**src/rtl/h_pixel_timer_if.sv**
```systemverilog
// Horizontal pixel timer bus: run enable in, pixel timing and sync decode out.
interface h_pixel_timer_if;
    logic       en;
    logic       pixel_tick;
    logic [9:0] h_count;
    logic       enable_v;
    logic       hsync;
    logic       h_video_on;

    modport master (
        input  en,
        output pixel_tick,
        output h_count,
        output enable_v,
        output hsync,
        output h_video_on
    );

    modport slave (
        output en,
        input  pixel_tick,
        input  h_count,
        input  enable_v,
        input  hsync,
        input  h_video_on
    );
endinterface

```
**src/rtl/h_pixel_timer.sv**
```systemverilog
// Horizontal pixel timer: divides clk into pixel steps, counts pixels per line and
// decodes hsync / visible region with all outputs registered.
module h_pixel_timer #(
    parameter int unsigned CLK_DIV  = 4,
    parameter int unsigned H_ACTIVE = 640,
    parameter int unsigned H_FP     = 16,
    parameter int unsigned H_SYNC   = 96,
    parameter int unsigned H_BP     = 48
) (
    input  logic            clk,
    input  logic            reset,
    h_pixel_timer_if.master tmr
);
    localparam int unsigned HTotal = H_ACTIVE + H_FP + H_SYNC + H_BP;
    // Keep the divider at least one bit wide so CLK_DIV=1 still elaborates.
    localparam int unsigned DivW   = (CLK_DIV > 1) ? $clog2(CLK_DIV) : 1;

    localparam logic [DivW-1:0] DivMax    = DivW'(CLK_DIV - 1);
    localparam logic [9:0]      HMax      = 10'(HTotal - 1);
    localparam logic [9:0]      HActEnd   = 10'(H_ACTIVE);
    localparam logic [9:0]      SyncStart = 10'(H_ACTIVE + H_FP);
    localparam logic [9:0]      SyncEnd   = 10'(H_ACTIVE + H_FP + H_SYNC);

    logic [DivW-1:0] div_cnt_q, div_cnt_d;
    logic [9:0]      h_count_q, h_count_d;
    logic            pixel_tick_q, pixel_tick_d;
    logic            enable_v_q, enable_v_d;
    logic            hsync_q, hsync_d;
    logic            h_video_on_q, h_video_on_d;
    logic            step;

    always_comb begin
        step         = tmr.en && (div_cnt_q == DivMax);
        div_cnt_d    = div_cnt_q;
        h_count_d    = h_count_q;
        pixel_tick_d = 1'b0;
        enable_v_d   = 1'b0;
        if (step) begin
            div_cnt_d    = '0;
            h_count_d    = (h_count_q == HMax) ? 10'd0 : h_count_q + 10'd1;
            pixel_tick_d = 1'b1;
            enable_v_d   = (h_count_q == HMax);
        end else if (tmr.en) begin
            div_cnt_d = div_cnt_q + DivW'(1);
        end
        // Decode from the next count so sync and video track h_count with no lag.
        hsync_d      = !((h_count_d >= SyncStart) && (h_count_d < SyncEnd));
        h_video_on_d = (h_count_d < HActEnd);
    end

    always_ff @(posedge clk or posedge reset) begin
        if (reset) begin
            div_cnt_q    <= '0;
            h_count_q    <= '0;
            pixel_tick_q <= 1'b0;
            enable_v_q   <= 1'b0;
            hsync_q      <= 1'b1;
            h_video_on_q <= 1'b1;
        end else begin
            div_cnt_q    <= div_cnt_d;
            h_count_q    <= h_count_d;
            pixel_tick_q <= pixel_tick_d;
            enable_v_q   <= enable_v_d;
            hsync_q      <= hsync_d;
            h_video_on_q <= h_video_on_d;
        end
    end

    assign tmr.pixel_tick = pixel_tick_q;
    assign tmr.h_count    = h_count_q;
    assign tmr.enable_v   = enable_v_q;
    assign tmr.hsync      = hsync_q;
    assign tmr.h_video_on = h_video_on_q;
endmodule

```
**src/flat_wrapper.sv**
```systemverilog
// flat-port wrapper written by rule: the top's interface ports become plain ports
module h_pixel_timer_flat 
#(
    parameter int unsigned CLK_DIV  = 4,
    parameter int unsigned H_ACTIVE = 640,
    parameter int unsigned H_FP     = 16,
    parameter int unsigned H_SYNC   = 96,
    parameter int unsigned H_BP     = 48
)
  (clk, reset, tmr_en, tmr_pixel_tick, tmr_h_count, tmr_enable_v, tmr_hsync, tmr_h_video_on);
  h_pixel_timer_if tmr_i ();
  input  logic clk;
  input  logic reset;
  input wire logic [$bits(tmr_i.en)-1:0] tmr_en;
  output wire logic [$bits(tmr_i.pixel_tick)-1:0] tmr_pixel_tick;
  output wire logic [$bits(tmr_i.h_count)-1:0] tmr_h_count;
  output wire logic [$bits(tmr_i.enable_v)-1:0] tmr_enable_v;
  output wire logic [$bits(tmr_i.hsync)-1:0] tmr_hsync;
  output wire logic [$bits(tmr_i.h_video_on)-1:0] tmr_h_video_on;
  assign tmr_i.en = tmr_en;
  assign tmr_pixel_tick = tmr_i.pixel_tick;
  assign tmr_h_count = tmr_i.h_count;
  assign tmr_enable_v = tmr_i.enable_v;
  assign tmr_hsync = tmr_i.hsync;
  assign tmr_h_video_on = tmr_i.h_video_on;
  h_pixel_timer #(.CLK_DIV(CLK_DIV), .H_ACTIVE(H_ACTIVE), .H_FP(H_FP), .H_SYNC(H_SYNC), .H_BP(H_BP)) u_core (.clk(clk), .reset(reset), .tmr(tmr_i));
endmodule
```
**config.mk**
```make
export PLATFORM = sky130hd
export DESIGN_NAME = h_pixel_timer_flat
export DESIGN_NICKNAME = d
export VERILOG_FILES = /design/src/rtl/h_pixel_timer_if.sv /design/src/rtl/h_pixel_timer.sv /design/src/flat_wrapper.sv
export SDC_FILE = /design/constraint.sdc
export NUM_CORES = 1
export LEC_CHECK = 0
export BUFFER_PORTS_ARGS = -buffer_cell sky130_fd_sc_hd__buf_2
export CAP_MARGIN = 10
export CORE_MARGIN = 10
export CORE_UTILIZATION = 50
export DETAILED_ROUTE_END_ITERATION = 12
export PLACE_DENSITY = 0.7
export SKIP_LAST_GASP = 1
export SLEW_MARGIN = 30
export SYNTH_ARGS = -nofsm -noshare
export SYNTH_HDL_FRONTEND = slang
export SYNTH_SLANG_ARGS = --single-unit
```
**constraint.sdc**
```tcl
create_clock -name clk -period 2.1 [get_ports clk]
set_clock_uncertainty 0.1 [all_clocks]
set_input_delay 0.315 -clock clk [delete_from_list [all_inputs] [get_ports clk]]
set_output_delay 0.315 -clock clk [all_outputs]
set_load 0.01 [all_outputs]
```
==> qor.yml <==
pwr:
  power_frac_seq_pct: 53.0
  p_sw_mw: 0.2979
  combPwrFrac_pct: 27.0
  leakage_nw: 0.5001
  p_int_mw: 0.5506
  p_clk_share_pct: 20.0
  switching_share_pct: 35.11
  powerDensity_nw_per_um2: 887.7
  ir_drop_mv: 0.6717
  power_mw: 0.8485
logic_synthesis:
  synth_fa_ha_area_share_pct: 3.040
  synth_edf_count: 0
  synth.distinct_cells: 34
  ys_warn_count: 0
  synth_top_area_cell: "dfrtp_1"
  synth_top_family_by_area: "simple AND/OR/NAND/NOR gates"
  netlist.area_leader.share_pct: 42.55
  synth_mux_area_share_pct: 2.736
  synthSimpleGateAreaFrac_pct: 26.60
  syn_nets: 82
  synth.yosys.seq_area_share_pct: 48.94
  synth_xor_area_share_pct: 7.295
  syn_avg_cell_area_sq_um: 10.69
  synthArstFlopShare_pct: 100.0
  synthesis.instances: 77
  syn-cell-area_sq_um: 823.3
  synth_seq_cells: 16
  yosysMostFrequentCell: "dfrtp_1"
  synth.area.top_cells: "dfrtp_1 43%, dfstp_2 6.4%, xor2_1 4.3%, nand2_1 3.2%, ha_1 3.0%"
  synth_compound_area_share_pct: 8.207
  synth_common_cells: "14 x dfrtp_1, 7 x nand2_1, 6 x inv_1, 5 x nor2_1, 4 x xor2_1"
  synthFlopType: "dfrtp_1"
hold_path:
  min_path_type: "in -> reg"
  min_from: "tmr_en"
  holdPathEnd: "u_core.div_cnt_q[1]$_DFFE_PP0P_"
  holdPathStages: 2
finish:
  syn_to_final_growth_pct: 16.11
  fin_cells: 113
  nets: 103
  n_antenna_cell: 0
  fillCellCount: 133
  final_core_util_pct: 62.73
  layout-drive-gt1-share_pct: 32.99
  final_area_sq_um: 955.9
worst_setup_path:
  worstPathRequired_ps: 2230
  crit_path_frequent_cell: "nand4_1"
  reg2regPathDepth: 6
  critPathKind: "reg -> reg"
  crit_path_start_kind: "register"
  r2r-start: "u_core.div_cnt_q[0]$_DFFE_PP0P_"
  critical-path-top-delay-family: "simple AND/OR/NAND/NOR gates"
  worstPathBufferInverterCount: 0
  reg2reg_slack_ps: 260
  cp_slowest_stage_delay_ps: 380
  crit_chain: "ha_1 > and4_4 > nand4_1 > xor2_1 > or3_1 > nand4_1"
  cp.arrival_ps: 1970
  cp-end-kind: "register"
  slowest_stage: "dfrtp_1"
  cp_max_fo: 4
  r2r_end: "u_core.tmr.hsync$_DFF_PP1_"
sta:
  finalCritPeriodShare_pct: 87.76
  slew_headroom_pct: 61.27
  hold_violations: 0
  timing.final.crit_period_ps: 1843
  hold_ws_ps: 263.1
  worst_slew_pin_slew_ps: 580.3
  rsz0062_at_grt: "no"
  finalMaxSlewViolations: 0
  setup_tns_ps: 0
  max_freq_mhz: 542.6
  setup_violations: 0
  fin_ws_ps: 257.0
drt:
  drtIter0Drc: 12
  dr_total_vias: 624
  drt-vias-per-instance: 5.522
  drt-pass1-iter-count: 4
  avgRoutedWirePerCell_microns: 13.71
  post-route-drc-count: 0
  routed_wl_microns: 1549
  antenna_left: 0
job:
  drv_cap: 0
clock_network:
  cts-buffers-inserted: 3
  cts_tree: "done"
  clock_sinks: 16
  clkTransAtPathRegs_ps: 90
  cts_root_buf: "clkbuf_4"
  postCtsSetupRepairBufs: 0
  clock_latency_ps: 290
  cts.path.max_buffers: 2
  post_cts_resized: 0
  htreeDepth: 1
outcome:
  status: "finished, final reports clean"
placement:
  dp_cells: 108
  post-place-ws_ps: 283.7
  placed_area_sq_um: 919.6
  dp_hpwl_microns: 1223
  gp_congestion: 0.8544
  port_buffers: 16
global_route:
  grt_pass1_wl_microns: 2697
  gr-total-overflow: 0
  grt_max_degree: 17
  antenna_found_initial: 0
  grt_pass1_vias: 625
  track_usage_pct: 9.466
floorplanning:
  rows: 14
  io_pins: 17
  die-width_microns: 60.58
  core_sq_um: 1524
  die_area_sq_um: 3670
  initial_utilization_pct: 54.02
  chipHeight_microns: 60.58
per-layer routing:
metal | wire [microns] | GRT usage [%]
met1 | 694 | 11.31
met2 | 656 | 14.26
met3 | 165 | 3.967
met4 | 32 | 4.702
met5 | 0 | 0
placed cells by master, fill, tap and decap left out, types with 2 or more instances in the layout:
cell type,n
buf_2,16
dfrtp_1,14
xor2_1,4
nor2_1,5
mux2_2,2
nand4_1,3
inv_1,6
nand3_1,3
ha_1,2
dfstp_2,2
clkbuf_4,3
nor3_1,2
a21oi_1,2
nand2_1,7
nor2b_1,3
o21ai_0,2
worst max-delay path by stage:
stage                                         start                         end  slack, ps  cells past startpoint
floorplan           u_core.tmr.h_count[0]$_DFF_PP0_  u_core.tmr.hsync$_DFF_PP1_        320                      6
global placement    u_core.tmr.h_count[0]$_DFF_PP0_  u_core.tmr.hsync$_DFF_PP1_        290                      6
detailed placement  u_core.tmr.h_count[0]$_DFF_PP0_  u_core.tmr.hsync$_DFF_PP1_        280                      6
CTS                 u_core.tmr.h_count[0]$_DFF_PP0_  u_core.tmr.hsync$_DFF_PP1_        260                      6
global route        u_core.tmr.h_count[0]$_DFF_PP0_  u_core.tmr.hsync$_DFF_PP1_        140                      6
finish              u_core.div_cnt_q[0]$_DFFE_PP0P_  u_core.tmr.hsync$_DFF_PP1_        260                      6
area by class of cell:
| cell class | instances | area [sq um] | share of cell area [%] |
|---|---|---|---|
| timing repair buffer | 17 | 90.09 | 9.424 |
| multi-input combinational | 54 | 394.1 | 41.23 |
| clock buffer | 4 | 26.28 | 2.749 |
| inverter | 6 | 22.52 | 2.356 |
| tap | 16 | 20.02 | 2.094 |
| sequential | 16 | 402.9 | 42.15 |
power groups by stage:
| stage | clock [mW] | sequential [mW] | combinational [mW] |
|---|---|---|---|
| finish | 0.170 | 0.450 | 0.229 |
| floorplan | 0 | 0.461 | 0.137 |
| global placement | 0 | 0.452 | 0.227 |
| detailed placement | 0 | 0.454 | 0.234 |
| global route | 0.189 | 0.460 | 0.265 |
| CTS | 0.174 | 0.448 | 0.234 |
flip-flops by register name (all words and copies together) (netlist names):
register	count
u_core.div_cnt_q	2
u_core.tmr.h_video_on	1
u_core.tmr.enable_v	1
u_core.tmr.h_count	10
u_core.tmr.pixel_tick	1
u_core.tmr.hsync	1
cells by family after synthesis:
family | after synthesis
AOI/OAI and AO/OA | 10
xor gates and xnor gates | 6
buffers and inverters | 7
adders and majority gates | 2
muxes | 2
DFF | 16
and+or+nand+nor | 34
worst register-to-register path, stage by stage, from the launching register on:
cell and delay (ps):
dfrtp_1 380, ha_1 270, and4_4 270, nand4_1 110
xor2_1 180, or3_1 370, nand4_1 100
what timing repair did:
item	4_1_cts	5_1_grt
hold buffers	1	0
endpoints found under the hold margin	9	0
setup endpoints to repair	0	0
(Power assumes the default switching activity.)
